File: config.mk
export PLATFORM = sky130hd
export DESIGN_NAME = ahb_input_stage_ble
export DESIGN_NICKNAME = d
export VERILOG_FILES = /design/src/rtl/ahb_input_stage_ble.sv
export SDC_FILE = /design/constraint.sdc
export NUM_CORES = 1
export LEC_CHECK = 0
export BUFFER_PORTS_ARGS = -buffer_cell sky130_fd_sc_hd__buf_4
export CAP_MARGIN = 20
export CORE_ASPECT_RATIO = 0.5
export CORE_MARGIN = 2
export CORE_UTILIZATION = 42
export CTS_CLUSTER_SIZE = 12
export DETAILED_ROUTE_END_ITERATION = 7
export PLACE_DENSITY = 0.76
export SYNTH_ARGS = -nofsm -noshare
export SYNTH_HDL_FRONTEND = slang
export SYNTH_SLANG_ARGS = --single-unit
export TNS_END_PERCENT = 10
File: constraint.sdc
create_clock -name HCLK -period 1.2 [get_ports HCLK]
set_clock_uncertainty 0.1 [all_clocks]
set_input_delay 0.06 -clock HCLK [delete_from_list [all_inputs] [get_ports HCLK]]
set_output_delay 0.06 -clock HCLK [all_outputs]
set_load 0.1 [all_outputs]
File: src/rtl/ahb_input_stage_ble.sv
// ahb_input_stage_ble
// Per-master input stage of the BLE AHB bus matrix. Captures an address phase
// the output stage cannot take immediately, holds it until granted, and
// generates the master-side HREADYOUTS/HRESPS (wait states while pending).
// Optional build macro: AHB_INSTAGE_BURST_OVERRIDE_EN -- a held SEQ transfer
// is re-presented as NONSEQ/INCR so a burst broken by re-arbitration restarts
// cleanly at the slave.
module ahb_input_stage_ble #(
   parameter int ADDR_WIDTH = 32,
   parameter int MASTER_W   = 4
) (
   input  logic                  HCLK,
   input  logic                  HRESET,
   input  logic                  HSELS,
   input  logic [ADDR_WIDTH-1:0] HADDRS,
   input  logic [1:0]            HTRANSS,
   input  logic                  HWRITES,
   input  logic [2:0]            HSIZES,
   input  logic [2:0]            HBURSTS,
   input  logic [3:0]            HPROTS,
   input  logic [MASTER_W-1:0]   HMASTERS,
   input  logic                  HMASTLOCKS,
   input  logic                  HREADYS,
   input  logic                  active_ip,
   input  logic                  readyout_ip,
   input  logic [1:0]            resp_ip,
   output logic                  sel_ip,
   output logic [ADDR_WIDTH-1:0] addr_ip,
   output logic [1:0]            trans_ip,
   output logic                  write_ip,
   output logic [2:0]            size_ip,
   output logic [2:0]            burst_ip,
   output logic [3:0]            prot_ip,
   output logic [MASTER_W-1:0]   master_ip,
   output logic                  mastlock_ip,
   output logic                  held_tran_ip,
   output logic                  HREADYOUTS,
   output logic [1:0]            HRESPS
);

   localparam logic [1:0] TRANS_IDLE   = 2'b00;
   localparam logic [1:0] TRANS_NONSEQ = 2'b10;
   localparam logic [1:0] TRANS_SEQ    = 2'b11;
   localparam logic [2:0] BURST_INCR   = 3'b001;
   localparam logic [1:0] RESP_OKAY    = 2'b00;

   logic                  trans_req;
   logic                  new_tran;
   logic                  accepted;
   logic                  load_reg;

   logic                  pend_tran;
   logic                  data_phase;

   logic                  reg_sel;
   logic [ADDR_WIDTH-1:0] reg_addr;
   logic [1:0]            reg_trans;
   logic                  reg_write;
   logic [2:0]            reg_size;
   logic [2:0]            reg_burst;
   logic [3:0]            reg_prot;
   logic [MASTER_W-1:0]   reg_master;
   logic                  reg_mastlock;

   assign trans_req = HSELS & HTRANSS[1];
   assign new_tran  = trans_req & HREADYS;
   assign accepted  = active_ip & readyout_ip;
   // IDLE/BUSY phases are also captured so reg_trans never shows a stale request
   assign load_reg  = new_tran | (HREADYS & ~HTRANSS[1]);

   // Holding register for the full address/control set
   always_ff @(posedge HCLK) begin
      if (HRESET) begin
         reg_sel      <= 1'b0;
         reg_addr     <= '0;
         reg_trans    <= TRANS_IDLE;
         reg_write    <= 1'b0;
         reg_size     <= 3'b000;
         reg_burst    <= 3'b000;
         reg_prot     <= 4'b0000;
         reg_master   <= '0;
         reg_mastlock <= 1'b0;
      end else if (load_reg) begin
         reg_sel      <= HSELS;
         reg_addr     <= HADDRS;
         reg_trans    <= HTRANSS;
         reg_write    <= HWRITES;
         reg_size     <= HSIZES;
         reg_burst    <= HBURSTS;
         reg_prot     <= HPROTS;
         reg_master   <= HMASTERS;
         reg_mastlock <= HMASTLOCKS;
      end
   end

   // Pending flag: a new transfer that misses the grant wins over a clear
   always_ff @(posedge HCLK) begin
      if (HRESET) begin
         pend_tran <= 1'b0;
      end else if (new_tran & ~accepted) begin
         pend_tran <= 1'b1;
      end else if (accepted) begin
         pend_tran <= 1'b0;
      end
   end

   // Data-phase flag: back-to-back accepted transfers keep it set
   always_ff @(posedge HCLK) begin
      if (HRESET) begin
         data_phase <= 1'b0;
      end else if (held_tran_ip & accepted) begin
         data_phase <= 1'b1;
      end else if (readyout_ip) begin
         data_phase <= 1'b0;
      end
   end

   assign held_tran_ip = pend_tran | new_tran;

   // Address/control mux: held copy while pending, otherwise the live bus
   always_comb begin
      sel_ip      = HSELS & HREADYS;
      addr_ip     = HADDRS;
      trans_ip    = HTRANSS;
      write_ip    = HWRITES;
      size_ip     = HSIZES;
      burst_ip    = HBURSTS;
      prot_ip     = HPROTS;
      master_ip   = HMASTERS;
      mastlock_ip = HMASTLOCKS;
      if (pend_tran) begin
         sel_ip      = reg_sel;
         addr_ip     = reg_addr;
         trans_ip    = reg_trans;
         write_ip    = reg_write;
         size_ip     = reg_size;
         burst_ip    = reg_burst;
         prot_ip     = reg_prot;
         master_ip   = reg_master;
         mastlock_ip = reg_mastlock;
`ifdef AHB_INSTAGE_BURST_OVERRIDE_EN
         if (reg_trans == TRANS_SEQ) begin
            trans_ip = TRANS_NONSEQ;
            burst_ip = BURST_INCR;
         end
`endif
      end
   end

   // Master-side response: stall while pending, follow the slave in data phase
   always_comb begin
      HREADYOUTS = 1'b1;
      HRESPS     = RESP_OKAY;
      if (pend_tran) begin
         HREADYOUTS = 1'b0;
      end else if (data_phase) begin
         HREADYOUTS = readyout_ip;
      end
      if (data_phase) begin
         HRESPS = resp_ip;
      end
   end

endmodule
==> impl_metrics.toml <==
[worst_setup_path]
crit_type = "register to primary output"
crit_path_end_kind = "primary output"
critPathMaxFanout = 4
crit_chain = "buf_6, buf_6, mux2_4, buf_12"
crit_buf_inv = 3
cp-start-kind = "register"
critPathMaxStageDelay_ns = 0.38
required_ns = 1.04
critical_path_depth = 4
reg2reg_depth = 5
cp_top_family = "buffers and inverters"
cp_slowest_cell = "dfxtp_4"
worst_ep_arrival_time_ns = 1.46
crit_path_frequent_cell = "buf_6"

[layout]
finish.net_count = 514
multiInputGateArea_mm2 = 0.002002
seqCellArea_mm2 = 0.001065
area_growth_pct = 93.05
drive_gt1_frac = 0.4311
num-fill-cells = 349
diodes = 0
mostFrequentLayoutCell = "nand2b_1"
layout_common_cells = "nand2b_1 (99), buf_12 (61), buf_4 (57)"

[timing]
worstMarginPinSlew_ns = 0.3119
tns_ns = -20.76
hold_viol_final = 0
setup_viol = 55
slew_headroom = 0.7920
final.setup.worst_slack_ns = -0.4210
period_needed_ns = 1.621
fin_crit_sh = 1.351
clock.fmax_mhz = 616.9
drv_slew = 0
rsz0062_at_grt = "yes"

[synthesis]
ys_warn_count = 0
yosysSeqAreaShare = 0.3593
synthCells = 291
ys_ff_latch = 53
syn-cell-area_mm2 = 0.002953
ys_types = 19
syn_nets = 349
syn-mean-instance-area_um2 = 10.15

[cts]
cts_buffer_depth = 2
cts-root-buf = "clkbuf_16"
h-tree-depth = 2
clock_sinks = 53
cts-buffers-inserted = 5
clk_pin_slew_worst_paths_ns = 0.07
worstSkewPairLatency_ns = 0.29
tritoncts = "built"

[route]
via_per_inst = 5.040
drtPass1Iterations = 4
drt_iter0_markers = 127
ant_nets = 0
route.detailed.drc = 0
vias = 2767
wl_per_cell_um = 17.97
drt-total-wl_um = 9863

[pwr]
max-vdd-ir-drop_mv = 0.6644
cellLeakagePower_nw = 2.501
powerDensity_mw_per_mm2 = 1090

[placed_design]
portBuffers = 112
dp_slack_ns = -0.1252
hpwl_um = 4985
finalWeightedCongestion = 0.7196

[global_routing]
grt_max_degree = 103
grt_pass1_wl_um = 14100
gr-usage-all-layers = 0.2292
grt_pass1_vias = 3010
grt_overflow = 0
antenna_found_initial = 0

[floorplanning]
start_util = 0.4373
core_mm2 = 0.006753
die_h_um = 63.29
die_area_mm2 = 0.007758
pin_count = 113
row_count = 21
die_x_um = 122.6

[hold_path]
worstHoldPathType = "primary input to register"
min_path_cells = 3

[run_status]
violations = "setup timing"
outcome = "finished with violations"

[run]
cap_viol_max_count = 0
==> metrics by stage <==
stage          instance area (µm²)  cells  total power, W  hold WS [ns]    util
2_1_floorplan                 3203    291        0.003479        0.1149       -
3_3_place_gp                  4169    483        0.003887        0.2159  0.6174
3_5_place_dp                  4169    483        0.003925        0.2275  0.6174
4_1_cts                       5433    542        0.006089     0.0008222  0.8045
5_1_grt                       5700    549        0.006407       0.06803  0.8442
6_report                      5700    549        0.006211       0.05457  0.8442
==> per-layer routing <==
metal  vias up  track usage  wire (µm)
met2        74       0.4347       5280
met5         -            0          0
met4         0      0.09339        210
met1      1371       0.2434       3994
met3        20      0.05344        378
li1       1302            -          -
==> cell usage after synthesis, drive strengths merged <==
cell,n,share of area
a21boi,1,0.0038
a21oi,3,0.0051
a31o,1,0.0030
a31oi,1,0.0021
and2,3,0.0064
buf,12,0.027
clkbuf,10,0.013
dfxtp,53,0.36
inv,1,0.0013
mux2,50,0.19
mux2i,49,0.17
nand2,2,0.0025
nand2b,99,0.21
nor2,2,0.0025
nor2b,2,0.0042
nor3,1,0.0017
o21ai,1,0.0017
==> worst reg2reg max path, delay by kind of cell, from the launching register on <==
family                 cells  cell delay (ns)
and+or+nand+nor            1             0.06
buffers and inverters      2             0.28
DFF                        1             0.37
AOI/OAI and AO/OA          2             0.40
==> cell type report <==
| class | count | area share |
|---|---|---|
| clock inverter | 1 | 0.005268 |
| timing repair buffer | 180 | 0.4109 |
| clock buffer | 7 | 0.02502 |
| multi-input combinational | 215 | 0.3512 |
| tap | 92 | 0.02019 |
| inverter | 1 | 0.0006585 |
| sequential | 53 | 0.1868 |
==> sequential cells by signal, indices dropped and copies added, names as in the netlist <==
register      count
reg_addr         32
pend_tran         1
reg_trans         2
reg_mastlock      1
reg_prot          4
reg_sel           1
reg_write         1
reg_burst         3
reg_size          3
reg_master        4
data_phase        1
==> what timing repair did <==
item / CTS / global route
endpoints found under the hold margin: 51 / 0
cloned: 0 / 4
pin swaps: 0 / 1
resized for setup: 141 / 37
hold buffers: 51 / 0
setup endpoints to repair: 56 / 56
setup buffers: 0 / 3
==> where the power goes <==
| group | switching (W) | internal (W) | leakage (nW) | total, W |
|---|---|---|---|---|
| Clock | 0.000658 | 0.00104 | 0.0841 | 0.00170 |
| Combinational | 0.00144 | 0.00113 | 1.98 | 0.00257 |
| Sequential | 0.0000668 | 0.00187 | 0.437 | 0.00193 |
| Total | 0.00217 | 0.00405 | 2.50 | 0.00621 |
==> logic make-up (layout without fill, tap and decap cells) <==
| kind of cell | count (synthesis) | count (layout) | share of synthesized area |
|---|---|---|---|
| simple gates | 109 | 109 | 0.2271 |
| mux | 99 | 99 | 0.3568 |
| flops | 53 | 53 | 0.3593 |
| buf+inv | 23 | 189 | 0.04110 |
| compound gates | 7 | 7 | 0.01568 |
==> worst paths after layout <==
kind | startpoint | end | slack [ns]
min reg2reg | reg_addr[4]$_SDFFE_PP0P_ | reg_addr[4]$_SDFFE_PP0P_ | 0.38
max reg2reg | pend_tran$_SDFFE_PP0P_ | data_phase$_SDFFE_PP0P_ | -0.12
min | readyout_ip | pend_tran$_SDFFE_PP0P_ | 0.05
max | pend_tran$_SDFFE_PP0P_ | master_ip[3] | -0.42
Power figures use the tool's default switching activity.
